===== src/rtl/vme_init_pkg.sv =====
// Shared types and constants for the VME register-bank initiator.
package vme_init_pkg;

  localparam int DATA_WIDTH = 32;

  typedef enum logic [1:0] {
    IDLE   = 2'd0,
    STROBE = 2'd1,
    WAIT   = 2'd2,
    RESP   = 2'd3
  } vme_state_e;

  typedef struct packed {
    logic [DATA_WIDTH-1:0] rdata;
    logic                  err;
  } vme_rsp_t;

endpackage


===== src/rtl/vme_reg_initiator_if.sv =====
// Command, response and VME strobe signals between host logic, the initiator and a register bank.
interface vme_reg_initiator_if #(
  parameter int ADDR_WIDTH = 20
);

  logic                                 cmd_valid;
  logic                                 cmd_ready;
  logic                                 cmd_we;
  logic [ADDR_WIDTH-1:0]                cmd_addr;
  logic [vme_init_pkg::DATA_WIDTH-1:0]  cmd_wdata;

  logic                                 rsp_valid;
  logic                                 rsp_ready;
  logic [vme_init_pkg::DATA_WIDTH-1:0]  rsp_rdata;
  logic                                 rsp_err;

  logic [ADDR_WIDTH-1:0]                VMEAddr;
  logic [vme_init_pkg::DATA_WIDTH-1:0]  VMEWrData;
  logic [vme_init_pkg::DATA_WIDTH-1:0]  VMERdData;
  logic                                 VMERdMem;
  logic                                 VMEWrMem;
  logic                                 VMERdDone;
  logic                                 VMEWrDone;

  modport master (
    input  cmd_valid, cmd_we, cmd_addr, cmd_wdata,
    output cmd_ready,
    output rsp_valid, rsp_rdata, rsp_err,
    input  rsp_ready,
    output VMEAddr, VMEWrData, VMERdMem, VMEWrMem,
    input  VMERdData, VMERdDone, VMEWrDone
  );

  modport slave (
    output cmd_valid, cmd_we, cmd_addr, cmd_wdata,
    input  cmd_ready,
    input  rsp_valid, rsp_rdata, rsp_err,
    output rsp_ready,
    input  VMEAddr, VMEWrData, VMERdMem, VMEWrMem,
    output VMERdData, VMERdDone, VMEWrDone
  );

endinterface


===== src/rtl/vme_init_timeout.sv =====
// Wait-cycle counter for the initiator: cleared on the strobe cycle, counts idle WAIT cycles,
// flags expiry once TIMEOUT-1 cycles have elapsed without an acknowledge.
module vme_init_timeout #(
  parameter int TIMEOUT = 255
) (
  input  logic clk,
  input  logic rst,
  input  logic clear,
  input  logic enable,
  output logic expire
);

  localparam logic [15:0] LIMIT = 16'(TIMEOUT - 1);

  logic [15:0] count_q;
  logic [15:0] count_d;

  always_comb begin
    count_d = count_q;
    if (clear) begin
      count_d = '0;
    end else if (enable && (count_q != LIMIT)) begin
      count_d = count_q + 16'd1;
    end
  end

  always_ff @(posedge clk) begin
    if (rst) begin
      count_q <= '0;
    end else begin
      count_q <= count_d;
    end
  end

  assign expire = (count_q == LIMIT);

endmodule


===== src/rtl/vme_reg_initiator.sv =====
// Single-command initiator for generated register banks: one VMERdMem/VMEWrMem strobe per
// command, bounded wait for the matching Done, registered response with timeout flag.
module vme_reg_initiator
  import vme_init_pkg::*;
#(
  parameter int ADDR_WIDTH    = 20,
  parameter int TIMEOUT       = 255,
  parameter int ERR_CNT_WIDTH = 16
) (
  input  logic                     Clk,
  input  logic                     Rst,
  vme_reg_initiator_if.master      bus,
  output logic [ERR_CNT_WIDTH-1:0] err_count
);

  localparam logic [1:0] S_IDLE   = 2'(IDLE);
  localparam logic [1:0] S_STROBE = 2'(STROBE);
  localparam logic [1:0] S_WAIT   = 2'(WAIT);
  localparam logic [1:0] S_RESP   = 2'(RESP);

  logic [1:0]               state_q,     state_d;
  logic                     we_q,        we_d;
  logic                     cmd_ready_q, cmd_ready_d;
  logic                     rsp_valid_q, rsp_valid_d;
  vme_rsp_t                 rsp_q,       rsp_d;
  logic [ADDR_WIDTH-1:0]    vme_addr_q,  vme_addr_d;
  logic [DATA_WIDTH-1:0]    vme_wdata_q, vme_wdata_d;
  logic                     rd_mem_q,    rd_mem_d;
  logic                     wr_mem_q,    wr_mem_d;
  logic [ERR_CNT_WIDTH-1:0] err_count_q, err_count_d;

  logic timer_clear;
  logic timer_enable;
  logic timer_expire;
  logic accept;
  logic done;

  vme_init_timeout #(
    .TIMEOUT (TIMEOUT)
  ) u_timeout (
    .clk    (Clk),
    .rst    (Rst),
    .clear  (timer_clear),
    .enable (timer_enable),
    .expire (timer_expire)
  );

  assign accept = bus.cmd_valid & cmd_ready_q;
  // Only the acknowledge matching the in-flight direction counts.
  assign done   = we_q ? bus.VMEWrDone : bus.VMERdDone;

  always_comb begin
    state_d      = state_q;
    we_d         = we_q;
    rsp_valid_d  = rsp_valid_q;
    rsp_d        = rsp_q;
    vme_addr_d   = vme_addr_q;
    vme_wdata_d  = vme_wdata_q;
    rd_mem_d     = 1'b0;
    wr_mem_d     = 1'b0;
    err_count_d  = err_count_q;
    timer_clear  = 1'b0;
    timer_enable = 1'b0;

    case (state_q)
      S_IDLE: begin
        if (accept) begin
          vme_addr_d  = bus.cmd_addr;
          vme_wdata_d = bus.cmd_wdata;
          we_d        = bus.cmd_we;
          rd_mem_d    = ~bus.cmd_we;
          wr_mem_d    = bus.cmd_we;
          state_d     = S_STROBE;
        end
      end
      S_STROBE: begin
        timer_clear = 1'b1;
        state_d     = S_WAIT;
      end
      S_WAIT: begin
        // An acknowledge on the expiry cycle still completes without error.
        if (done) begin
          rsp_d.rdata = we_q ? '0 : bus.VMERdData;
          rsp_d.err   = 1'b0;
          rsp_valid_d = 1'b1;
          state_d     = S_RESP;
        end else if (timer_expire) begin
          rsp_d.rdata = '0;
          rsp_d.err   = 1'b1;
          rsp_valid_d = 1'b1;
          if (err_count_q != '1) begin
            err_count_d = err_count_q + ERR_CNT_WIDTH'(1);
          end
          state_d     = S_RESP;
        end else begin
          timer_enable = 1'b1;
        end
      end
      S_RESP: begin
        if (bus.rsp_ready) begin
          rsp_valid_d = 1'b0;
          state_d     = S_IDLE;
        end
      end
      default: begin
        state_d = S_IDLE;
      end
    endcase

    cmd_ready_d = (state_d == S_IDLE);
  end

  always_ff @(posedge Clk) begin
    if (Rst) begin
      state_q     <= S_IDLE;
      we_q        <= 1'b0;
      cmd_ready_q <= 1'b0;
      rsp_valid_q <= 1'b0;
      rsp_q       <= '0;
      vme_addr_q  <= '0;
      vme_wdata_q <= '0;
      rd_mem_q    <= 1'b0;
      wr_mem_q    <= 1'b0;
      err_count_q <= '0;
    end else begin
      state_q     <= state_d;
      we_q        <= we_d;
      cmd_ready_q <= cmd_ready_d;
      rsp_valid_q <= rsp_valid_d;
      rsp_q       <= rsp_d;
      vme_addr_q  <= vme_addr_d;
      vme_wdata_q <= vme_wdata_d;
      rd_mem_q    <= rd_mem_d;
      wr_mem_q    <= wr_mem_d;
      err_count_q <= err_count_d;
    end
  end

  assign bus.cmd_ready = cmd_ready_q;
  assign bus.rsp_valid = rsp_valid_q;
  assign bus.rsp_rdata = rsp_q.rdata;
  assign bus.rsp_err   = rsp_q.err;
  assign bus.VMEAddr   = vme_addr_q;
  assign bus.VMEWrData = vme_wdata_q;
  assign bus.VMERdMem  = rd_mem_q;
  assign bus.VMEWrMem  = wr_mem_q;
  assign err_count     = err_count_q;

endmodule


===== src/flat_wrapper.sv =====
// flat-port wrapper written by rule: the top's interface ports become plain ports
module vme_reg_initiator_flat import vme_init_pkg::*;
#(
  parameter int ADDR_WIDTH    = 20,
  parameter int TIMEOUT       = 255,
  parameter int ERR_CNT_WIDTH = 16
)
  (Clk, Rst, err_count, bus_cmd_valid, bus_cmd_we, bus_cmd_addr, bus_cmd_wdata, bus_cmd_ready, bus_rsp_valid, bus_rsp_rdata, bus_rsp_err, bus_rsp_ready, bus_VMEAddr, bus_VMEWrData, bus_VMERdMem, bus_VMEWrMem, bus_VMERdData, bus_VMERdDone, bus_VMEWrDone);
  vme_reg_initiator_if #(.ADDR_WIDTH(ADDR_WIDTH)) bus_i ();
  input  logic Clk;
  input  logic Rst;
  output logic [ERR_CNT_WIDTH-1:0] err_count;
  input wire logic [$bits(bus_i.cmd_valid)-1:0] bus_cmd_valid;
  input wire logic [$bits(bus_i.cmd_we)-1:0] bus_cmd_we;
  input wire logic [$bits(bus_i.cmd_addr)-1:0] bus_cmd_addr;
  input wire logic [$bits(bus_i.cmd_wdata)-1:0] bus_cmd_wdata;
  output wire logic [$bits(bus_i.cmd_ready)-1:0] bus_cmd_ready;
  output wire logic [$bits(bus_i.rsp_valid)-1:0] bus_rsp_valid;
  output wire logic [$bits(bus_i.rsp_rdata)-1:0] bus_rsp_rdata;
  output wire logic [$bits(bus_i.rsp_err)-1:0] bus_rsp_err;
  input wire logic [$bits(bus_i.rsp_ready)-1:0] bus_rsp_ready;
  output wire logic [$bits(bus_i.VMEAddr)-1:0] bus_VMEAddr;
  output wire logic [$bits(bus_i.VMEWrData)-1:0] bus_VMEWrData;
  output wire logic [$bits(bus_i.VMERdMem)-1:0] bus_VMERdMem;
  output wire logic [$bits(bus_i.VMEWrMem)-1:0] bus_VMEWrMem;
  input wire logic [$bits(bus_i.VMERdData)-1:0] bus_VMERdData;
  input wire logic [$bits(bus_i.VMERdDone)-1:0] bus_VMERdDone;
  input wire logic [$bits(bus_i.VMEWrDone)-1:0] bus_VMEWrDone;
  assign bus_i.cmd_valid = bus_cmd_valid;
  assign bus_i.cmd_we = bus_cmd_we;
  assign bus_i.cmd_addr = bus_cmd_addr;
  assign bus_i.cmd_wdata = bus_cmd_wdata;
  assign bus_cmd_ready = bus_i.cmd_ready;
  assign bus_rsp_valid = bus_i.rsp_valid;
  assign bus_rsp_rdata = bus_i.rsp_rdata;
  assign bus_rsp_err = bus_i.rsp_err;
  assign bus_i.rsp_ready = bus_rsp_ready;
  assign bus_VMEAddr = bus_i.VMEAddr;
  assign bus_VMEWrData = bus_i.VMEWrData;
  assign bus_VMERdMem = bus_i.VMERdMem;
  assign bus_VMEWrMem = bus_i.VMEWrMem;
  assign bus_i.VMERdData = bus_VMERdData;
  assign bus_i.VMERdDone = bus_VMERdDone;
  assign bus_i.VMEWrDone = bus_VMEWrDone;
  vme_reg_initiator #(.ADDR_WIDTH(ADDR_WIDTH), .TIMEOUT(TIMEOUT), .ERR_CNT_WIDTH(ERR_CNT_WIDTH)) u_core (.Clk(Clk), .Rst(Rst), .bus(bus_i), .err_count(err_count));
endmodule

===== config.mk =====
export PLATFORM = sky130hd
export DESIGN_NAME = vme_reg_initiator_flat
export DESIGN_NICKNAME = d
export VERILOG_FILES = /design/src/rtl/vme_init_pkg.sv /design/src/rtl/vme_reg_initiator_if.sv /design/src/rtl/vme_init_timeout.sv /design/src/rtl/vme_reg_initiator.sv /design/src/flat_wrapper.sv
export SDC_FILE = /design/constraint.sdc
export NUM_CORES = 1
export LEC_CHECK = 0
export CORE_ASPECT_RATIO = 0.6
export CORE_MARGIN = 1.5
export CORE_UTILIZATION = 42
export CTS_CLUSTER_SIZE = 8
export DETAILED_ROUTE_END_ITERATION = 16
export HOLD_SLACK_MARGIN = 0.1
export PLACE_DENSITY = 0.89
export SLEW_MARGIN = 10
export SYNTH_ARGS = -nofsm -noshare
export SYNTH_HDL_FRONTEND = slang
export SYNTH_SLANG_ARGS = --single-unit

===== constraint.sdc =====
create_clock -name Clk -period 3.1 [get_ports Clk]
set_clock_uncertainty 0.1 [all_clocks]
set_input_delay 0.31 -clock Clk [delete_from_list [all_inputs] [get_ports Clk]]
set_output_delay 0.31 -clock Clk [all_outputs]
set_load 0.05 [all_outputs]

==> out/results.ini, run 1 <==
[global_routing]
grt.overflow.total = 0
track_usage_pct = 22.5
grt_antenna_before_repair = 0
grt_first_pass_wirelength_um = 21200
grt_start_max_net_pins = 53
grt_pass1_vias = 4465

[clock_tree]
cts.repair.resized = 0
h-tree-depth = 4
root_buffer = clkbuf_16
postCtsSetupRepairBufs = 0
cts_hold_buf = 0
cts_buffers = 17
cts.sinks = 124
worstSkewPairLatency_ps = 390
clk_path_buf_depth = 2
clk_pin_slew_worst_paths_ps = 60
cts_tree = done

[finish]
layout-drive-gt1-share_pct = 7.39
final_common_cell = clkdlybuf4s50_1
nNetsFinal = 798
antenna_cells = 0
finish.utilization_pct = 69.2
final_area_mm2 = 0.00733
syn_to_final_growth_pct = 59.6
mostFrequentLayoutCells = clkdlybuf4s50_1, dfxtp_1, nand2_1

[drt]
drc_errors = 0
vias = 4452
drt_pass1_iterations = 4
wl_per_cell_um = 15.4
drt-total-wl_um = 13200
drt-initial-drc-count = 173
viasPerCell = 5.20
antenna_left = 0

[timing]
setup_violations = 0
tightest_slew_ps = 636
slew_headroom_pct = 57.6
min_period_over_period_pct = 81.8
timing.setup.tns_ps = 0
fin_crit_ps = 2540
whs_ps = 315
grt_setup_unrepaired = false
max_freq_mhz = 394
maxSlewViolCount = 0
hold_violations = 0

[yosys]
async_flop_share_pct = 0
synthTopCellsByArea = dfxtp_1, nand2_1, a21oi_1
syn_area_mm2 = 0.00460
seq_area_frac_synth_pct = 54.0
avgSynthCellArea_um2 = 8.87
synth_cell_types = 41
syn-instance-count = 518
ys_warn_count = 0
synth_top_flop_cell = dfxtp_1
synth-edff-count = 0
synth_top_area_share_pct = 54.0
synth_top_area_cell = dfxtp_1
synth_nets = 612
synth-seq-cells = 124

[setup_path]
cp_max_fo = 8
slowest_delay_ps = 680
worstPathCellList = nor2b_1 > nand4_1 > or4_1 > or4_1 > a21oi_1
start_kind = register
cp.required_ps = 3320
arrival_ps = 2750
critical_path.endpoint_type = register
path_class = register to register
cpMostUsedCell = or4_1
slowest_stage = or4_1

[power_and_ir_drop]
swShare_pct = 24.6
power_uw = 4550
power_frac_comb_pct = 13.2
p_int_uw = 3430
pwr-share-clk_pct = 49.7
leakage_uw = 0.00262
switching_power_uw = 1120
ir_drop_v = 0.000457
power.density_mw_per_mm2 = 620
seq_power_share_pct = 37.1

[die]
die_h_um = 84.0
rows = 29
core-area_mm2 = 0.0106
die_area_mm2 = 0.0116
die_w_um = 138
start_util_pct = 43.4
io_pins = 196

[place]
hpwl_um = 9350
gp_congestion = 0.803
port_buffers = 195
placed_area_mm2 = 0.00665

[worst_hold_path]
hp-class = input port to register

[run_status]
status = finished, final reports clean

[run]
cap_violations = 0

==> power groups by stage <==
stage | logic, µW | registers (µW) | clock network, µW
2_1_floorplan | 140 | 1910 | 0
3_3_place_gp | 587 | 1720 | 0
3_5_place_dp | 600 | 1720 | 0
4_1_cts | 601 | 1690 | 2290
5_1_grt | 630 | 1700 | 2370
6_report | 598 | 1690 | 2260
==> synth_stat cells, drive strengths merged (3+ instances only) <==
master and instances:
o31ai 4, a22o 32, dfxtp 124, buf 4, and2 3, clkbuf 31, or4 5, a21oi 70
mux2i 3, nor2 20, nor2b 3, nand3 9, nand4 12, and4 4, nor4 4, o21ai 12
xor2 11, ha 3, or3 11, and3 5, nand2 116, or2 3, inv 5, nor3 6
==> final timing paths <==
path	from	endpoint	slack [ps]	depth (start not counted)
worst min-delay path	Rst	u_core.err_count[1]	320	2
worst max register to register	u_core.state_q[1]	u_core.err_count[13]	560	5
worst min register to register	u_core.bus.VMEAddr[4]	u_core.bus.VMEAddr[4]	350	2
worst max-delay path	u_core.state_q[1]	u_core.err_count[13]	560	5
==> registers in the layout, summed over array words and instances, names as in the netlist <==
signal,flops
u_core.bus.VMERdMem,1
u_core.u_timeout.count_q,16
u_core.bus.rsp_err,1
u_core.bus.VMEAddr,20
u_core.bus.VMEWrMem,1
u_core.bus.rsp_valid,1
u_core.err_count,16
u_core.bus.VMEWrData,32
u_core.bus.cmd_ready,1
u_core.state_q,2
u_core.we_q,1
u_core.bus.rsp_rdata,32
==> cell families (layout without fill, tap and decap cells) <==
family          after synthesis  in the layout  synth area share, %
mux                           5              5                 1.14
fa+ha+maj                     3              3                0.817
simple gates                206            206                 20.9
compound gates              128            128                 17.5
flops                       124            124                 54.0
xor+xnor                     12             12                 2.29
buf+inv                      40            239                 3.29
==> routing by layer <==
metal / vias to the layer above / part of all wire [%] / global-route usage, %
met1: 2086 / 43 / 25.7
li1: 2182 / - / -
met2: 161 / 48 / 38.9
met3: 23 / 7.1 / 7.63
met4: 0 / 1.9 / 9.28
met5: - / 0 / 0
==> stage by stage <==
step / cells / setup WS (ps)
finish: 856 / 564
global route: 856 / 485
global placement: 824 / 520
CTS: 856 / 606
detailed placement: 824 / 449
floorplan: 518 / 488
==> worst max-delay path: cells and delay by family (launching register included) <==
family / cells / cell delay, ps
AND/OR/NAND/NOR: 4 / 1790
flip-flops: 1 / 410
AO/OA/AOI/OAI: 1 / 170
==> area by class of cell <==
| cell class | instances | area, µm² |
|---|---|---|
| sequential | 124 | 2480 |
| inverter | 5 | 18.8 |
| tap | 139 | 174 |
| fill | 812 | 3260 |
| clock inverter | 14 | 241 |
| clock buffer | 18 | 439 |
| timing repair buffer | 202 | 2000 |
| multi-input combinational | 354 | 1980 |
Note: power is estimated with default switching activity, not from simulation.
==> inputs of run 2 (changes only) <==
CORE_UTILIZATION = 38   (was 42)
PLACE_DENSITY = 0.86   (was 0.89)
clock period = 2.1 ns   (was 3.1 ns; I/O delays follow)
==> run 2 against run 1 <==
Effect of this change:
- the run now ends with setup timing left
- cell count increased by 6.0%
- register-to-register slack got worse by 600 ps
- via count increased by 2.0%
- wire length increased by 4.2%
- maximum frequency increased by 19%
==> out/results.ini, run 2 (same netlist as run 1, synthesis figures left out) <==
[clock_tree]
root_buffer = clkbuf_16
clk_pin_slew_worst_paths_ps = 50  ; about the same
cts_tree = done
worstSkewPairLatency_ps = 400  ; about the same
clk_path_buf_depth = 2  ; unchanged
cts_buffers = 17  ; unchanged
h-tree-depth = 4  ; unchanged
cts.sinks = 124  ; unchanged

[drt]
drt_pass1_iterations = 4  ; unchanged
vias = 4541  ; +2.0%
antenna_left = 0  ; unchanged
viasPerCell = 5.01  ; -3.7%
drt-total-wl_um = 13700  ; +4.2%
wl_per_cell_um = 15.1  ; -1.6%
drt-initial-drc-count = 200  ; +16%
drc_errors = 0  ; unchanged

[setup_path]
r2r_setup_slack_ps = -30  ; -600 ps
reg2reg_to = u_core.err_count[2]
cp_max_fo = 13  ; +5
timing.rr.start = u_core.u_timeout.count_q[10]
start_kind = register
ff2ff_path_depth = 6  ; +1
arrival_ps = 2300  ; -450 ps
critical_path.endpoint_type = register
cp.required_ps = 2260  ; -1060 ps
path_class = register to register

[power_and_ir_drop]
leakage_uw = 0.00278  ; +5.9%
power.density_mw_per_mm2 = 804  ; +30%
power_uw = 6140  ; +35%
ir_drop_v = 0.000561  ; +23%

[place]
gp_congestion = 0.850  ; +5.9%
hpwl_um = 9970  ; +6.6%
port_buffers = 195  ; unchanged
placed_area_mm2 = 0.00696  ; +4.6%

[timing]
grt_setup_unrepaired = true
max_freq_mhz = 468  ; +19%
maxSlewViolCount = 0  ; unchanged
tightest_slew_ps = 555  ; -81.0 ps
slew_headroom_pct = 62.9  ; +5.3 points
fin_crit_ps = 2130  ; -402 ps
setup_slack_ps = -34.7  ; -598 ps
min_period_over_period_pct = 102  ; +20 points
whs_ps = 262  ; -53.3 ps
setup_violations = 1  ; +1
hold_violations = 0  ; unchanged

[global_routing]
grt_first_pass_wirelength_um = 22000  ; +3.9%
grt_pass1_vias = 4424  ; -0.92%
grt.overflow.total = 0  ; unchanged
track_usage_pct = 21.4  ; -1.1 points
grt_start_max_net_pins = 57  ; +7.5%
grt_antenna_before_repair = 0  ; unchanged

[finish]
nNetsFinal = 828  ; +3.8%
antenna_cells = 0  ; unchanged
mostFrequentLayoutCells = clkdlybuf4s50_1, nand2_1, dfxtp_1
final_common_cell = clkdlybuf4s50_1
final_area_mm2 = 0.00763  ; +4.0%
layout-drive-gt1-share_pct = 15.0  ; +7.6 points
syn_to_final_growth_pct = 66.0

[die]
rows = 30  ; +3.4%
start_util_pct = 39.9  ; -3.5 points
die_w_um = 145  ; +5.0%
die_h_um = 88.2  ; +5.0%
io_pins = 196  ; unchanged
die_area_mm2 = 0.0128  ; +10%
core-area_mm2 = 0.0115  ; +8.8%

[worst_hold_path]
min_path_cells = 3  ; +1
min_to = u_core.bus.VMEAddr[16]
hold_start = bus_cmd_addr[16]
hp-class = input port to register

[run_status]
status = complete, but fails checks
violations = setup timing

[run]
cap_violations = 0  ; unchanged

==> run 2: cell count changes in the layout (fill, tap and decap cells not counted), sizes merged <==
cell | before | now
bufinv | 6 | 1
dlygate4sd3 | 0 | 1
buf | 8 | 37
clkinvlp | 1 | 2
inv | 6 | 8
clkinv | 6 | 8
==> run 2: repair_timing <==
action	4_1_cts	5_1_grt
endpoints found under the setup margin	10	48
hold endpoints to repair	4	0
resized for setup	3	13
hold buffers	1	0
setup buffers	3	2
pin swaps	7	9
==> run 2: report_power, final <==
| part | total (µW) | switching (µW) | internal, µW |
|---|---|---|---|
| Clock | 2730 | 1070 | 1660 |
| Sequential | 2480 | 45.2 | 2430 |
| Combinational | 926 | 543 | 383 |
| Total | 6140 | 1660 | 4470 |
==> run 2: metrics by stage <==
| step | setup WS (ps) | std cells | util (%) | setup TNS, ps |
|---|---|---|---|---|
| after detailed placement | -312 | 869 | 60.4 | -3080 |
| after global routing | -112 | 907 | 66.2 | -1790 |
| final | -34.7 | 907 | 66.2 | -34.7 |
| after global placement | -270 | 869 | 60.4 | -2070 |
| after CTS | -67.0 | 905 | 65.6 | -141 |
| after floorplan | -82.0 | 518 | - | -159 |
==> run 2: worst max-delay path by stage <==
stage | start | to | slack (ps) | depth (start not counted)
finish | u_core.u_timeout.count_q[10] | u_core.err_count[2] | -30 | 6
global placement | bus_VMERdDone | u_core.err_count[13] | -270 | 6
CTS | u_core.err_count[6] | u_core.err_count[13] | -70 | 5
floorplan | u_core.u_timeout.count_q[10] | u_core.err_count[13] | -80 | 6
global route | u_core.we_q | u_core.err_count[14] | -110 | 6
detailed placement | bus_VMERdDone | u_core.err_count[13] | -310 | 6
==> run 2: routing by layer <==
layer  track usage (%)  vias up  wire length [µm]  share of wire [%]
li1                  -     2239                 -                  -
met1              26.8     2129              6140                 45
met2              36.1      163              6490                 47
met3              6.93       10               986                7.2
met4              5.44        0               107               0.78
met5                 0        -                 0                  0
==> run 2: layout make-up <==
cell class | instances | area [µm²]
fill | 918 | 3890
sequential | 124 | 2530
timing repair buffer | 232 | 2280
multi-input combinational | 354 | 2040
clock buffer | 18 | 439
tap | 160 | 200
clock inverter | 14 | 120
inverter | 5 | 18.8
==> run 2: worst max-delay path, stage by stage (launching register included) <==
cell and delay (ps):
dfxtp_2 320, nor4_2 280, nand4b_1 200, buf_4 230
or4b_2 680, xor2_1 150, nor2_1 50
==> inputs of run 3 (changes only) <==
CAP_MARGIN = 30   (was not set)
==> results of run 3 <==
Same layout as run 2: the final DEF is identical, and so are final timing and power.
